[src/rtl/seq_lib_pkg.sv]
// Shared definitions for the sequential-circuits library: mode encodings for shift registers.
package seq_lib_pkg;

    localparam int unsigned MODE_W = 3;

    localparam logic [MODE_W-1:0] MODE_HOLD = 3'd0;
    localparam logic [MODE_W-1:0] MODE_LOAD = 3'd1;
    localparam logic [MODE_W-1:0] MODE_SHL  = 3'd2;
    localparam logic [MODE_W-1:0] MODE_SHR  = 3'd3;
    localparam logic [MODE_W-1:0] MODE_ROL  = 3'd4;
    localparam logic [MODE_W-1:0] MODE_ROR  = 3'd5;
    localparam logic [MODE_W-1:0] MODE_ASR  = 3'd6;

endpackage

[src/rtl/preset_shift_reg_if.sv]
// Control and data bundle of preset_shift_reg; master drives controls, slave is the register.
interface preset_shift_reg_if #(
    parameter int unsigned WIDTH = 8
);
    import seq_lib_pkg::*;

    localparam int unsigned CW = $clog2(WIDTH + 1);

    logic              clr;
    logic              pr;
    logic              en;
    logic [MODE_W-1:0] mode;
    logic [WIDTH-1:0]  d;
    logic              sin_l;
    logic              sin_r;
    logic [WIDTH-1:0]  q;
    logic [WIDTH-1:0]  qb;
    logic              sout_msb;
    logic              sout_lsb;
    logic [CW-1:0]     cnt;
    logic              done;

    modport master (
        output clr, pr, en, mode, d, sin_l, sin_r,
        input  q, qb, sout_msb, sout_lsb, cnt, done
    );

    modport slave (
        input  clr, pr, en, mode, d, sin_l, sin_r,
        output q, qb, sout_msb, sout_lsb, cnt, done
    );

endinterface

[src/rtl/sat_shift_cnt.sv]
// Saturating shift counter with a registered one-cycle pulse on reaching MAX.
module sat_shift_cnt #(
    parameter int unsigned  MAX = 8,
    localparam int unsigned CW  = $clog2(MAX + 1)
) (
    input  logic          clk,
    input  logic          rst,
    input  logic          clear,
    input  logic          inc,
    output logic [CW-1:0] cnt,
    output logic          done
);

    localparam logic [CW-1:0] MaxCw = CW'(MAX);

    logic [CW-1:0] r_cnt;
    logic          r_done;
    logic [CW-1:0] w_cnt_nxt;
    logic          w_done_nxt;

    always_comb begin
        w_cnt_nxt  = r_cnt;
        w_done_nxt = 1'b0;
        if (clear) begin
            w_cnt_nxt = '0;
        end else if (inc && (r_cnt != MaxCw)) begin
            w_cnt_nxt = r_cnt + CW'(1);
            // Pulse only on the WIDTH-1 -> WIDTH step, never while saturated.
            w_done_nxt = (r_cnt == MaxCw - CW'(1));
        end
    end

    always_ff @(posedge clk or posedge rst) begin
        if (rst) begin
            r_cnt  <= '0;
            r_done <= 1'b0;
        end else begin
            r_cnt  <= w_cnt_nxt;
            r_done <= w_done_nxt;
        end
    end

    assign cnt  = r_cnt;
    assign done = r_done;

endmodule

[src/rtl/preset_shift_reg.sv]
// Register with sync clear/preset, enable, and load/shift/rotate/arith-shift modes.
module preset_shift_reg
    import seq_lib_pkg::*;
#(
    parameter int unsigned      WIDTH      = 8,
    parameter logic [WIDTH-1:0] RESET_VAL  = {WIDTH{1'b0}},
    parameter logic [WIDTH-1:0] PRESET_VAL = {WIDTH{1'b1}}
) (
    input logic               clk,
    input logic               rst,
    preset_shift_reg_if.slave bus
);

    localparam int unsigned CW = $clog2(WIDTH + 1);

    logic [WIDTH-1:0] r_q;
    logic [WIDTH-1:0] w_q_nxt;
    logic             w_clear;
    logic             w_inc;
    logic [CW-1:0]    w_cnt;
    logic             w_done;

    // Priority: clr > pr > !en > mode.
    always_comb begin
        w_q_nxt = r_q;
        w_clear = 1'b0;
        w_inc   = 1'b0;
        if (bus.clr) begin
            w_q_nxt = '0;
            w_clear = 1'b1;
        end else if (bus.pr) begin
            w_q_nxt = PRESET_VAL;
            w_clear = 1'b1;
        end else if (bus.en) begin
            case (bus.mode)
                MODE_HOLD: w_q_nxt = r_q;
                MODE_LOAD: begin
                    w_q_nxt = bus.d;
                    w_clear = 1'b1;
                end
                MODE_SHL: begin
                    w_q_nxt = {r_q[WIDTH-2:0], bus.sin_l};
                    w_inc   = 1'b1;
                end
                MODE_SHR: begin
                    w_q_nxt = {bus.sin_r, r_q[WIDTH-1:1]};
                    w_inc   = 1'b1;
                end
                MODE_ROL: begin
                    w_q_nxt = {r_q[WIDTH-2:0], r_q[WIDTH-1]};
                    w_inc   = 1'b1;
                end
                MODE_ROR: begin
                    w_q_nxt = {r_q[0], r_q[WIDTH-1:1]};
                    w_inc   = 1'b1;
                end
                MODE_ASR: begin
                    w_q_nxt = {r_q[WIDTH-1], r_q[WIDTH-1:1]};
                    w_inc   = 1'b1;
                end
                default: w_q_nxt = r_q;
            endcase
        end
    end

    always_ff @(posedge clk or posedge rst) begin
        if (rst) begin
            r_q <= RESET_VAL;
        end else begin
            r_q <= w_q_nxt;
        end
    end

    sat_shift_cnt #(
        .MAX (WIDTH)
    ) u_cnt (
        .clk   (clk),
        .rst   (rst),
        .clear (w_clear),
        .inc   (w_inc),
        .cnt   (w_cnt),
        .done  (w_done)
    );

    assign bus.q        = r_q;
    assign bus.qb       = ~r_q;
    assign bus.sout_msb = r_q[WIDTH-1];
    assign bus.sout_lsb = r_q[0];
    assign bus.cnt      = w_cnt;
    assign bus.done     = w_done;

endmodule

[src/flat_wrapper.sv]
// flat-port wrapper written by rule: the top's interface ports become plain ports
module preset_shift_reg_flat import seq_lib_pkg::*;
#(
    parameter int unsigned      WIDTH      = 8,
    parameter logic [WIDTH-1:0] RESET_VAL  = {WIDTH{1'b0}},
    parameter logic [WIDTH-1:0] PRESET_VAL = {WIDTH{1'b1}}
)
  (clk, rst, bus_clr, bus_pr, bus_en, bus_mode, bus_d, bus_sin_l, bus_sin_r, bus_q, bus_qb, bus_sout_msb, bus_sout_lsb, bus_cnt, bus_done);
  preset_shift_reg_if #(.WIDTH(WIDTH)) bus_i ();
  input logic clk;
  input logic rst;
  input wire logic [$bits(bus_i.clr)-1:0] bus_clr;
  input wire logic [$bits(bus_i.pr)-1:0] bus_pr;
  input wire logic [$bits(bus_i.en)-1:0] bus_en;
  input wire logic [$bits(bus_i.mode)-1:0] bus_mode;
  input wire logic [$bits(bus_i.d)-1:0] bus_d;
  input wire logic [$bits(bus_i.sin_l)-1:0] bus_sin_l;
  input wire logic [$bits(bus_i.sin_r)-1:0] bus_sin_r;
  output wire logic [$bits(bus_i.q)-1:0] bus_q;
  output wire logic [$bits(bus_i.qb)-1:0] bus_qb;
  output wire logic [$bits(bus_i.sout_msb)-1:0] bus_sout_msb;
  output wire logic [$bits(bus_i.sout_lsb)-1:0] bus_sout_lsb;
  output wire logic [$bits(bus_i.cnt)-1:0] bus_cnt;
  output wire logic [$bits(bus_i.done)-1:0] bus_done;
  assign bus_i.clr = bus_clr;
  assign bus_i.pr = bus_pr;
  assign bus_i.en = bus_en;
  assign bus_i.mode = bus_mode;
  assign bus_i.d = bus_d;
  assign bus_i.sin_l = bus_sin_l;
  assign bus_i.sin_r = bus_sin_r;
  assign bus_q = bus_i.q;
  assign bus_qb = bus_i.qb;
  assign bus_sout_msb = bus_i.sout_msb;
  assign bus_sout_lsb = bus_i.sout_lsb;
  assign bus_cnt = bus_i.cnt;
  assign bus_done = bus_i.done;
  preset_shift_reg #(.WIDTH(WIDTH), .RESET_VAL(RESET_VAL), .PRESET_VAL(PRESET_VAL)) u_core (.clk(clk), .rst(rst), .bus(bus_i));
endmodule
[config.mk]
export PLATFORM = sky130hd
export DESIGN_NAME = preset_shift_reg_flat
export DESIGN_NICKNAME = d
export VERILOG_FILES = /design/src/rtl/seq_lib_pkg.sv /design/src/rtl/preset_shift_reg_if.sv /design/src/rtl/sat_shift_cnt.sv /design/src/rtl/preset_shift_reg.sv /design/src/flat_wrapper.sv
export SDC_FILE = /design/constraint.sdc
export NUM_CORES = 1
export LEC_CHECK = 0
export CAP_MARGIN = 30
export CORE_MARGIN = 1.5
export CORE_UTILIZATION = 47
export CTS_CLUSTER_DIAMETER = 120
export DETAILED_ROUTE_END_ITERATION = 16
export GPL_TIMING_DRIVEN = 0
export PLACE_DENSITY = 0.88
export SLEW_MARGIN = 25
export SYNTH_ARGS = -nofsm -noshare
export SYNTH_HDL_FRONTEND = slang
export SYNTH_SLANG_ARGS = --single-unit
[constraint.sdc]
create_clock -name clk -period 4.15 [get_ports clk]
set_clock_uncertainty 0.2 [all_clocks]
set_input_delay 1.245 -clock clk [delete_from_list [all_inputs] [get_ports clk]]
set_output_delay 1.245 -clock clk [all_outputs]
set_load 0.01 [all_outputs]
==> metrics.cfg <==
[cells_and_area]
syn_to_final_growth_pct = 41.9
multi_input_area_um2 = 633
layout.nets = 194
drive_gt1_share_pct = 12.7
fin_util_pct = 70.0
diodes = 0
fill_cells = 176
seq_area_um2 = 325

[min_path]
worstHoldPathType = reg2reg
min_from = u_core.u_cnt.cnt[3]
holdPathStages = 1

[clocking]
post_cts_hold_buffer_count = 0
clkTransAtPathRegs_ns = 0.09
cts_tree = done
post_cts_buffers = 0
clkLatencyLatePin_ns = 0.27
h-tree-depth = 1
cts_made_buffers = 3
clockBufferDepth = 2
clock_sinks = 13
cts-resized-gates = 0
cts_root_buffer = clkbuf_4

[logic_synthesis]
syn_area_um2 = 1080
yosys_warnings = 0
syn-mean-instance-area_um2 = 8.32
ys.flop_type = dfrtp_1
synth-edff-count = 0
synth_most_common_cell = nand2_1
ys_ff_latch = 13
synth_cell_type_count = 34
synth_top_area_cell = dfrtp_1
synthTopCellsByCount = nand2_1, dfrtp_1, inv_1
synth_top_area_share_pct = 30.1
synth_cells = 130
syn-num-nets = 150
yosys-top-cells-area = dfrtp_1, a221oi_2, nand2_1
synthArstFlopShare_pct = 100
yosysSeqAreaShare_pct = 30.1

[timing]
drv_slew = 0
max_freq_ghz = 0.346
relSlewSlack_pct = 64.9
period_share_pct = 69.7
period_minus_slack_ns = 2.89
rsz0062_at_grt = false
hold_viol_final = 0
tns_ns = 0
setup_viol = 0
worst_pin_slew_ns = 0.526

[die]
die_w_um = 51.0
die-area_um2 = 2600
core_um2 = 2190
rows = 17
io_pins = 41
start_util_pct = 49.3
die_h_um = 51.0

[pwr]
leakagePower_nw = 0.612
peakVddDrop_v = 0.000117
powerDensity_nw_per_um2 = 235

[critical_path]
cp.depth = 2
cp.required_ns = 2.70
startpoint = u_core.bus.q[7]
critPathBufInv = 2
critPathKind = reg2out
path_cells = buf_4 > clkdlybuf4s50_1
cp_max_fo = 6
crit_family = buffers and inverters
r2r_start = u_core.u_cnt.cnt[0]
cp.arrival_ns = 1.45
r2r_cells = 5
cp-end-kind = output port
critPathSlowestCell = clkdlybuf4s50_1
critPathMaxStageDelay_ns = 0.52
start_kind = register

[grt]
grt_pass1_vias = 1110
gr-total-overflow = 0
grt_start_max_net_pins = 14
antenna_found_initial = 0
grt_pass1_wl_um = 4720
grtUsageTotal_pct = 23.4

[drt]
vias = 1179
dr.pass1.iters = 4
wirelength_um = 2910
met3_length_um = 207
route.met2.wl_um = 1450
viasPerCell = 5.87
met1Wirelength_um = 1190
drc = 0
drt_iter0_markers = 25
ant_nets = 0
wl_per_cell_um = 14.5
dr.max_layer_used = met4

[run]
maxCapViolations = 0

[placed_design]
portBuffers = 39
dpl.hpwl_um = 2210
gp_congestion = 0.843

[status]
status = finished, final reports clean

per-layer routing:
metal / vias to the layer above / track usage [%]
li1: 564 / -
met1: 546 / 28.5
met2: 60 / 40.7
met3: 9 / 1.75
met4: 0 / 12.6
met5: - / 0
layout make-up:
class,instances,share of cell area (%)
clock buffers,3,1.47
multi-input cells,93,41.3
inverters,13,3.18
clock inverters,1,0.326
flip-flops and latches,13,21.2
well taps,28,2.28
repair buffers,39,25.4
plain buffers,11,4.81
flip-flops by register name, summed over array words and instances (netlist names):
signal / count
u_core.bus.q: 8
u_core.u_cnt.done: 1
u_core.u_cnt.cnt: 4
path summary, 6_finish.rpt:
kind | end | slack [ns]
worst max-delay path | bus_q[7] | 1.26
worst min-delay path | u_core.u_cnt.done | 0.31
worst max register to register | u_core.u_cnt.cnt[2] | 2.42
worst min register to register | u_core.u_cnt.done | 0.31
max in group asynchronous | u_core.bus.q[1] | 2.30
min in group asynchronous | u_core.u_cnt.done | 1.09
per-stage QoR:
step	area, µm²	worst slack (ns)	hold WS [ns]	std cells	power [mW]
6_report	1530	1.26	0.311	201	0.361
2_1_floorplan	1080	1.59	0.314	130	0.218
5_1_grt	1530	1.17	0.361	201	0.382
3_5_place_dp	1510	1.01	0.289	197	0.284
4_1_cts	1530	1.27	0.310	201	0.364
3_3_place_gp	1510	1.01	0.286	197	0.280
power breakdown:
part	total, mW	switching (mW)	internal (mW)
clock	0.0788	0.0432	0.0356
sequential	0.144	0.0101	0.134
combinational	0.138	0.0663	0.0718
layout by cell type, fill, tap and decap left out, drive strengths merged:
master         count
xor2               2
a221oi             6
a21oi              7
nand2             18
nand3              4
or4                1
o21ai             11
o211ai             6
inv               13
ha                 2
or2                1
nand4              1
nor2b              2
clkdlybuf4s50     39
a211oi             2
nor4               1
and4b              1
nor2              10
clkinv             1
dfrtp             13
mux2               1
a311oi             2
clkbuf             6
or3                3
o21a               1
a32o               1
or3b               1
and3b              2
a31oi              1
buf                8
o221ai             6
cells by family after synthesis:
kind of cell | after synthesis | share of synthesized area [%]
flops | 13 | 30.1
buf+inv | 24 | 11.3
fa+ha+maj | 2 | 2.31
mux | 1 | 1.04
simple gates | 45 | 22.7
compound gates | 43 | 30.9
xor+xnor | 2 | 1.62
(Power assumes the default switching activity.)
